[config.mk]
export PLATFORM = sky130hd
export DESIGN_NAME = noc_injector_q_flat
export DESIGN_NICKNAME = d
export VERILOG_FILES = /design/src/rtl/noc_pkg.sv /design/src/rtl/noc_injector_q_if.sv /design/src/rtl/inj_fifo.sv /design/src/rtl/noc_injector_q.sv /design/src/flat_wrapper.sv
export SDC_FILE = /design/constraint.sdc
export NUM_CORES = 1
export LEC_CHECK = 0
export CORE_ASPECT_RATIO = 1.2
export CORE_MARGIN = 2
export CORE_UTILIZATION = 35
export CTS_CLUSTER_DIAMETER = 100
export DETAILED_ROUTE_END_ITERATION = 16
export GPL_ROUTABILITY_DRIVEN = 0
export PLACE_DENSITY = 0.68
export SLEW_MARGIN = 10
export SYNTH_ARGS = -nofsm -noshare
export SYNTH_HDL_FRONTEND = slang
export SYNTH_HIERARCHICAL = 1
export SYNTH_SLANG_ARGS = --single-unit
[constraint.sdc]
create_clock -name clk -period 2.9 [get_ports clk]
set_clock_uncertainty 0.15 [all_clocks]
set_input_delay 0.58 -clock clk [delete_from_list [all_inputs] [get_ports clk]]
set_output_delay 0.58 -clock clk [all_outputs]
set_load 0.01 [all_outputs]
[src/rtl/noc_pkg.sv]
`default_nettype none
// ============================================================================
// Module   : noc_pkg
// Purpose  : Shared direction encodings and {y,x} address helpers for the NoC.
// Revision : 1.0 - initial release
// ============================================================================
package noc_pkg;

  localparam int DIR_W = 5;

  localparam logic [DIR_W-1:0] DIR_EAST  = 5'b00001;
  localparam logic [DIR_W-1:0] DIR_WEST  = 5'b00010;
  localparam logic [DIR_W-1:0] DIR_NORTH = 5'b00100;
  localparam logic [DIR_W-1:0] DIR_SOUTH = 5'b01000;
  localparam logic [DIR_W-1:0] DIR_LOCAL = 5'b10000;

  // Addresses are packed {y, x}; x occupies the low cw bits, y the next cw bits.
  function automatic int unsigned addr_x(input logic [31:0] addr, input int unsigned cw);
    return addr & ((32'd1 << cw) - 32'd1);
  endfunction

  function automatic int unsigned addr_y(input logic [31:0] addr, input int unsigned cw);
    return (addr >> cw) & ((32'd1 << cw) - 32'd1);
  endfunction

  // XY routing: resolve x first, then y; all comparisons unsigned.
  function automatic logic [DIR_W-1:0] xy_dir(input int unsigned x,
                                              input int unsigned y,
                                              input int unsigned my_x,
                                              input int unsigned my_y);
    if (x > my_x)      return DIR_EAST;
    else if (x < my_x) return DIR_WEST;
    else if (y > my_y) return DIR_NORTH;
    else if (y < my_y) return DIR_SOUTH;
    else               return DIR_LOCAL;
  endfunction

endpackage
`default_nettype wire

[src/rtl/noc_injector_q_if.sv]
`default_nettype none
// ============================================================================
// Module   : noc_injector_q_if
// Purpose  : Slot, local-injection and output bundle of the injection stage.
// Revision : 1.0 - initial release
// ============================================================================
interface noc_injector_q_if #(
  parameter int NUM_PORTS = 4,
  parameter int COORD_W   = 3,
  parameter int DATA_W    = 16
);

  logic [NUM_PORTS-1:0]           in_valid;
  logic [NUM_PORTS*2*COORD_W-1:0] in_dst;
  logic [NUM_PORTS*DATA_W-1:0]    in_data;

  logic                           inj_valid;
  logic                           inj_ready;
  logic [2*COORD_W-1:0]           inj_dst;
  logic [DATA_W-1:0]              inj_data;

  logic [NUM_PORTS-1:0]           out_valid;
  logic [NUM_PORTS*2*COORD_W-1:0] out_dst;
  logic [NUM_PORTS*DATA_W-1:0]    out_data;
  logic [NUM_PORTS-1:0]           out_inj;
  logic [noc_pkg::DIR_W-1:0]      inj_dir;
  logic                           starved;

  modport slave (
    input  in_valid, in_dst, in_data, inj_valid, inj_dst, inj_data,
    output inj_ready, out_valid, out_dst, out_data, out_inj, inj_dir, starved
  );

  modport master (
    output in_valid, in_dst, in_data, inj_valid, inj_dst, inj_data,
    input  inj_ready, out_valid, out_dst, out_data, out_inj, inj_dir, starved
  );

endinterface
`default_nettype wire

[src/rtl/inj_fifo.sv]
`default_nettype none
// ============================================================================
// Module   : inj_fifo
// Purpose  : Small synchronous FIFO holding queued local flits.
// Revision : 1.0 - initial release
// ============================================================================
module inj_fifo #(
  parameter int WIDTH = 22,
  parameter int DEPTH = 4
) (
  input  logic                     clk,
  input  logic                     rst_n,
  input  logic                     push,
  input  logic                     pop,
  input  logic [WIDTH-1:0]         wdata,
  output logic [WIDTH-1:0]         rdata,
  output logic                     full,
  output logic                     empty,
  output logic [$clog2(DEPTH):0]   count
);

  localparam int AW = $clog2(DEPTH);

  logic [WIDTH-1:0] r_mem [DEPTH];
  logic [AW-1:0]    r_wr_ptr;
  logic [AW-1:0]    r_rd_ptr;
  logic [AW:0]      r_count;
  logic             w_do_push;
  logic             w_do_pop;

  assign full      = (r_count == (AW+1)'(DEPTH));
  assign empty     = (r_count == '0);
  assign count     = r_count;
  assign rdata     = r_mem[r_rd_ptr];
  assign w_do_push = push && !full;
  assign w_do_pop  = pop && !empty;

  // Storage carries no reset; only the pointers define what is valid.
  always_ff @(posedge clk) begin
    if (w_do_push) r_mem[r_wr_ptr] <= wdata;
  end

  always_ff @(posedge clk or negedge rst_n) begin
    if (!rst_n) begin
      r_wr_ptr <= '0;
      r_rd_ptr <= '0;
      r_count  <= '0;
    end else begin
      if (w_do_push) r_wr_ptr <= r_wr_ptr + 1'b1;
      if (w_do_pop)  r_rd_ptr <= r_rd_ptr + 1'b1;
      if (w_do_push && !w_do_pop)      r_count <= r_count + 1'b1;
      else if (!w_do_push && w_do_pop) r_count <= r_count - 1'b1;
    end
  end

endmodule
`default_nettype wire

[src/rtl/noc_injector_q.sv]
`default_nettype none
// ============================================================================
// Module   : noc_injector_q
// Purpose  : Queues local flits and injects the head into a free router slot
//            (round-robin), computing its XY direction and flagging starvation.
// Revision : 1.0 - initial release
// ============================================================================
module noc_injector_q
  import noc_pkg::*;
#(
  parameter int NUM_PORTS    = 4,
  parameter int COORD_W      = 3,
  parameter int DATA_W       = 16,
  parameter int MY_X         = 4,
  parameter int MY_Y         = 4,
  parameter int FIFO_DEPTH   = 4,
  parameter int STARVE_LIMIT = 15
) (
  input  logic            clk,
  input  logic            rst_n,
  noc_injector_q_if.slave bus
);

  localparam int ADDR_W = 2 * COORD_W;
  localparam int ENT_W  = DATA_W + ADDR_W;
  localparam int PTR_W  = (NUM_PORTS > 1) ? $clog2(NUM_PORTS) : 1;
  localparam int CNT_W  = $clog2(FIFO_DEPTH) + 1;
  localparam int STV_W  = $clog2(STARVE_LIMIT + 1);

  localparam logic [STV_W-1:0] c_starve_max = STV_W'(STARVE_LIMIT);
  localparam logic [PTR_W-1:0] c_last_slot  = PTR_W'(NUM_PORTS - 1);

  logic [ENT_W-1:0]            w_head;
  logic                        w_full;
  logic                        w_empty;
  logic [CNT_W-1:0]            w_count;
  logic [ADDR_W-1:0]           w_head_dst;
  logic [DATA_W-1:0]           w_head_data;

  logic                        w_found;
  logic                        w_inject;
  logic [PTR_W-1:0]            w_sel;
  logic [PTR_W-1:0]            w_cand;
  logic [PTR_W-1:0]            w_rr_nxt;
  int                          w_idx;
  logic [NUM_PORTS-1:0]        w_take;
  logic [DIR_W-1:0]            w_dir;
  logic [STV_W-1:0]            w_starve_nxt;

  logic [NUM_PORTS-1:0]        w_nxt_valid;
  logic [NUM_PORTS*ADDR_W-1:0] w_nxt_dst;
  logic [NUM_PORTS*DATA_W-1:0] w_nxt_data;

  logic [PTR_W-1:0]            r_rr_ptr;
  logic [STV_W-1:0]            r_starve_cnt;
  logic                        r_starved;
  logic [NUM_PORTS-1:0]        r_out_valid;
  logic [NUM_PORTS*ADDR_W-1:0] r_out_dst;
  logic [NUM_PORTS*DATA_W-1:0] r_out_data;
  logic [NUM_PORTS-1:0]        r_out_inj;
  logic [DIR_W-1:0]            r_inj_dir;

  inj_fifo #(
    .WIDTH (ENT_W),
    .DEPTH (FIFO_DEPTH)
  ) u_fifo (
    .clk   (clk),
    .rst_n (rst_n),
    .push  (bus.inj_valid),
    .pop   (w_inject),
    .wdata ({bus.inj_dst, bus.inj_data}),
    .rdata (w_head),
    .full  (w_full),
    .empty (w_empty),
    .count (w_count)
  );

  assign w_head_dst  = w_head[ENT_W-1 -: ADDR_W];
  assign w_head_data = w_head[DATA_W-1:0];

  // First free slot scanning from the round-robin pointer, wrapping around.
  always_comb begin
    w_found = 1'b0;
    w_sel   = '0;
    w_idx   = 0;
    w_cand  = '0;
    for (int k = 0; k < NUM_PORTS; k++) begin
      w_idx  = (int'(r_rr_ptr) + k) % NUM_PORTS;
      w_cand = PTR_W'(w_idx);
      if (!w_found && !bus.in_valid[w_cand]) begin
        w_found = 1'b1;
        w_sel   = w_cand;
      end
    end
  end

  assign w_inject = w_found && !w_empty;
  assign w_take   = w_inject ? (NUM_PORTS'(1) << w_sel) : '0;
  assign w_rr_nxt = (w_sel == c_last_slot) ? '0 : w_sel + 1'b1;
  assign w_dir    = xy_dir(addr_x(32'(w_head_dst), COORD_W),
                           addr_y(32'(w_head_dst), COORD_W),
                           MY_X, MY_Y);

  for (genvar i = 0; i < NUM_PORTS; i++) begin : g_slot
    assign w_nxt_valid[i] = bus.in_valid[i] | w_take[i];
    assign w_nxt_dst[i*ADDR_W +: ADDR_W] =
      w_take[i] ? w_head_dst : bus.in_dst[i*ADDR_W +: ADDR_W];
    assign w_nxt_data[i*DATA_W +: DATA_W] =
      w_take[i] ? w_head_data : bus.in_data[i*DATA_W +: DATA_W];
  end

  // A pending flit that is not injected means every slot was occupied.
  always_comb begin
    w_starve_nxt = r_starve_cnt;
    if ((w_count == '0) || w_inject)
      w_starve_nxt = '0;
    else if (r_starve_cnt != c_starve_max)
      w_starve_nxt = r_starve_cnt + 1'b1;
  end

  always_ff @(posedge clk or negedge rst_n) begin
    if (!rst_n) begin
      r_rr_ptr     <= '0;
      r_starve_cnt <= '0;
      r_starved    <= 1'b0;
      r_out_valid  <= '0;
      r_out_dst    <= '0;
      r_out_data   <= '0;
      r_out_inj    <= '0;
      r_inj_dir    <= '0;
    end else begin
      r_out_valid  <= w_nxt_valid;
      r_out_dst    <= w_nxt_dst;
      r_out_data   <= w_nxt_data;
      r_out_inj    <= w_take;
      r_inj_dir    <= w_inject ? w_dir : '0;
      r_starve_cnt <= w_starve_nxt;
      r_starved    <= (w_starve_nxt == c_starve_max);
      if (w_inject) r_rr_ptr <= w_rr_nxt;
    end
  end

  assign bus.inj_ready = !w_full;
  assign bus.out_valid = r_out_valid;
  assign bus.out_dst   = r_out_dst;
  assign bus.out_data  = r_out_data;
  assign bus.out_inj   = r_out_inj;
  assign bus.inj_dir   = r_inj_dir;
  assign bus.starved   = r_starved;

endmodule
`default_nettype wire

[src/flat_wrapper.sv]
// flat-port wrapper written by rule: the top's interface ports become plain ports
module noc_injector_q_flat import noc_pkg::*;
#(
  parameter int NUM_PORTS    = 4,
  parameter int COORD_W      = 3,
  parameter int DATA_W       = 16,
  parameter int MY_X         = 4,
  parameter int MY_Y         = 4,
  parameter int FIFO_DEPTH   = 4,
  parameter int STARVE_LIMIT = 15
)
  (clk, rst_n, bus_in_valid, bus_in_dst, bus_in_data, bus_inj_valid, bus_inj_dst, bus_inj_data, bus_inj_ready, bus_out_valid, bus_out_dst, bus_out_data, bus_out_inj, bus_inj_dir, bus_starved);
  noc_injector_q_if #(.NUM_PORTS(NUM_PORTS), .COORD_W(COORD_W), .DATA_W(DATA_W)) bus_i ();
  input  logic clk;
  input  logic rst_n;
  input wire logic [$bits(bus_i.in_valid)-1:0] bus_in_valid;
  input wire logic [$bits(bus_i.in_dst)-1:0] bus_in_dst;
  input wire logic [$bits(bus_i.in_data)-1:0] bus_in_data;
  input wire logic [$bits(bus_i.inj_valid)-1:0] bus_inj_valid;
  input wire logic [$bits(bus_i.inj_dst)-1:0] bus_inj_dst;
  input wire logic [$bits(bus_i.inj_data)-1:0] bus_inj_data;
  output wire logic [$bits(bus_i.inj_ready)-1:0] bus_inj_ready;
  output wire logic [$bits(bus_i.out_valid)-1:0] bus_out_valid;
  output wire logic [$bits(bus_i.out_dst)-1:0] bus_out_dst;
  output wire logic [$bits(bus_i.out_data)-1:0] bus_out_data;
  output wire logic [$bits(bus_i.out_inj)-1:0] bus_out_inj;
  output wire logic [$bits(bus_i.inj_dir)-1:0] bus_inj_dir;
  output wire logic [$bits(bus_i.starved)-1:0] bus_starved;
  assign bus_i.in_valid = bus_in_valid;
  assign bus_i.in_dst = bus_in_dst;
  assign bus_i.in_data = bus_in_data;
  assign bus_i.inj_valid = bus_inj_valid;
  assign bus_i.inj_dst = bus_inj_dst;
  assign bus_i.inj_data = bus_inj_data;
  assign bus_inj_ready = bus_i.inj_ready;
  assign bus_out_valid = bus_i.out_valid;
  assign bus_out_dst = bus_i.out_dst;
  assign bus_out_data = bus_i.out_data;
  assign bus_out_inj = bus_i.out_inj;
  assign bus_inj_dir = bus_i.inj_dir;
  assign bus_starved = bus_i.starved;
  noc_injector_q #(.NUM_PORTS(NUM_PORTS), .COORD_W(COORD_W), .DATA_W(DATA_W), .MY_X(MY_X), .MY_Y(MY_Y), .FIFO_DEPTH(FIFO_DEPTH), .STARVE_LIMIT(STARVE_LIMIT)) u_core (.clk(clk), .rst_n(rst_n), .bus(bus_i));
endmodule
==> metrics, run 1 <==
Power Dens Cells 993.8 nW/um^2; Psw 0.003302 W; Max-Slew Margin vs Limit 0.5624; min Tclk post-route 2.513 ns; gr usage total 0.1563; # H-tree levels 1; Max Freq 397.9 MHz; initial antenna violation count 0; Critical Path Source Type input port; Max Slew Vio Count 0; dominant cells by area after synthesis dfrtp_1 36%, edfxtp_1 33%, mux2_2 7.5%, mux2_4 7.0%, mux4_2 5.9%; post-synthesis sequential area ratio 0.6923; Yosys warning count 6; Yosys top cell by area dfrtp_1; Detailed Route WL 18720 um; Leakage Power 4.557 nW; final hold vios 0; final antenna-violating net count 0; top cell type's share of synthesized area 0.3609; Avg Cell Area, Syn 18.76 sq um; Pwr Total 0.01131 W; Core Footprint 22370 sq um; vias post-DR 4553; Avg WL per Cell 19.26 um; switching share of power 0.2918; Clk pwr share 0.232; TritonCTS Buffers 21; Synth Instances 425; pin count of the biggest net entering global routing 56; Synth Register Bits 203; Synth async-reset ratio 0.5665; DRC 0; final period utilization 0.8667; Syn Nets 553; vias per cell 4.684; number of flops mapped to enable cells by yosys 88; DR iter-0 viols 154; CP endpoint kind flop; Routed met3 length 1199 um; row count 60; first-pass GRT wire length 28560 um; RSZ-0062 raised after global routing false; Comb pwr share 0.395; die area 24010 sq um; gr ovfl total 0; mapped cell area 7974 sq um; DR pass1 iterations 4; reported max-cap violation count 0; worst hold-check path type flop to flop; Netlist cell types 41; Crit Path Class input port to flop; met2 wire len 10250 um; CTS clk-pin slew, worst paths 0.06 ns; CTS tree done; final setup violation count 0; Reg power frac 0.373; ys flop type dfrtp_1; M1 WL 6906 um; ANT cells 0; internal power 0.008012 W; Clock Tree Buf Depth 3; clk_lat worst skew 0.48 ns; die span in y 169.3 um; Area growth syn-to-layout 42.77%; Clock Tree Root clkbuf_16; worst hold slack 0.3608 ns; port buffer count 219; hpwl dp 13640 um; critical-path maximum fanout 20; Initial Util 0.3564; layout cells sized above 1 0.2525; Setup Fix Bufs, Post-CTS 0; Ports 220; Worst EP required 3.11 ns; Arr. time, crit path 2.72 ns; clock sink count 203; Worst Max-Slew Pin Slew 0.6564 ns; Top Metal Used met4; vias in the first global route 5036; outcome finished, final reports clean; Die W 141.8 um; Worst VDD drop 0.4634 mV; Post-layout nets 807
==> logic make-up after synthesis <==
kind of cell	synth area share
xor gates and xnor gates	0.007689
buffers and inverters	0.02448
AOI/OAI and AO/OA	0.01146
DFF	0.6923
adders and majority gates	0.01820
muxes	0.2084
and+or+nand+nor	0.03750
==> stage by stage <==
stage	setup slack, ns	instance area [sq um]	TNS, ns	cells	utilization
2_1_floorplan	0.4513	7974	0	425	-
3_3_place_gp	-0.02259	10690	-0.3260	934	0.4777
3_5_place_dp	-0.08891	10690	-2.595	934	0.4777
4_1_cts	0.3985	11380	0	972	0.5089
5_1_grt	0.2478	11380	0	972	0.5089
6_report	0.3866	11380	0	972	0.5089
==> Yosys cell counts (6+ instances only) <==
master and count:
buf_6 7, mux2_2 53, dfrtp_1 115, buf_2 7
nand2_1 6, ha_1 10, edfxtp_1 88, nor2_1 11
mux2_4 37, mux4_2 21, inv_1 11
==> final timing paths <==
kind / start / endpoint / slack, ns / cells after the start
min in group asynchronous: rst_n / u_core/bus.out_data[20] / 0.51 / 2
max in group asynchronous: rst_n / u_core/bus.out_data[6] / 1.32 / 3
worst min-delay path: u_core/u_fifo/count[2] / u_core/u_fifo/count[2] / 0.36 / 1
worst max-delay path: bus_in_valid[0] / u_core/bus.out_data[56] / 0.39 / 8
worst max register to register: u_core/u_fifo/count[0] / u_core/u_fifo/count[2] / 0.42 / 10
worst min register to register: u_core/u_fifo/count[2] / u_core/u_fifo/count[2] / 0.36 / 1
==> power groups by stage <==
stage	clock network, W	registers (W)	logic, W
floorplan	0	0.00448	0.00219
global placement	0	0.00425	0.00444
detailed placement	0	0.00429	0.00453
CTS	0.00270	0.00424	0.00455
global route	0.00281	0.00432	0.00479
finish	0.00262	0.00422	0.00447
==> worst max-delay path, stage by stage <==
cell,delay [ns]
clkdlybuf4s50_1,0.45
or2_2,0.32
a21o_1,0.19
and3_1,0.21
ha_1,0.21
nand3b_1,0.18
buf_12,0.21
mux2_2,0.35
==> cell type report <==
| class | instances | area (sq um) |
|---|---|---|
| clock buffers | 32 | 639.4 |
| repair buffers | 247 | 2527 |
| well taps | 279 | 349.1 |
| fillers | 1840 | 10990 |
| multi-input cells | 195 | 2258 |
| inverters | 11 | 41.29 |
| clock inverters | 5 | 47.55 |
| flip-flops and latches | 203 | 5522 |
==> repair_timing <==
action | 4_1_cts | 5_1_grt
hold endpoints to repair | 40 | 0
hold buffers | 1 | 0
resized for setup | 0 | 0
==> registers in the layout, indices dropped and copies added (netlist names) <==
| signal | cells |
|---|---|
| u_core/r_rr_ptr | 2 |
| u_core/bus.out_dst | 24 |
| u_core/bus.out_data | 64 |
| u_core/u_fifo/r_rd_ptr | 2 |
| u_core/u_fifo/count | 3 |
| u_core/bus.inj_dir | 5 |
| u_core/bus.out_inj | 4 |
| u_core/bus.out_valid | 4 |
| u_core/u_fifo/r_mem | 88 |
| u_core/r_starve_cnt | 4 |
| u_core/bus.starved | 1 |
| u_core/u_fifo/r_wr_ptr | 2 |
==> routing by layer <==
metal  global-route usage  vias up
li1                     -     2082
met1               0.1743     2309
met2               0.2972      140
met3              0.03696       22
met4              0.04087        0
met5                    0        -
==> cell usage in the layout (no fill, tap or decap), types with 5 or more instances in the layout <==
cell type	count
xnor2_1	5
mux2_2	53
buf_4	18
clkbuf_1	6
ha_1	10
edfxtp_1	88
buf_12	10
nor2_1	11
nand2b_1	5
nand3_1	5
clkdlybuf4s50_1	218
nand2_1	6
clkbuf_16	23
inv_1	11
dfrtp_1	114
mux4_2	21
mux2_4	37
and2_1	5
Note: power is estimated with default switching activity, not from simulation.
==> inputs of run 2 (changes only) <==
SETUP_SLACK_MARGIN = 0.15   (was not set)
==> results of run 2 <==
No change in the layout: final DEF, timing and power equal those of run 1.
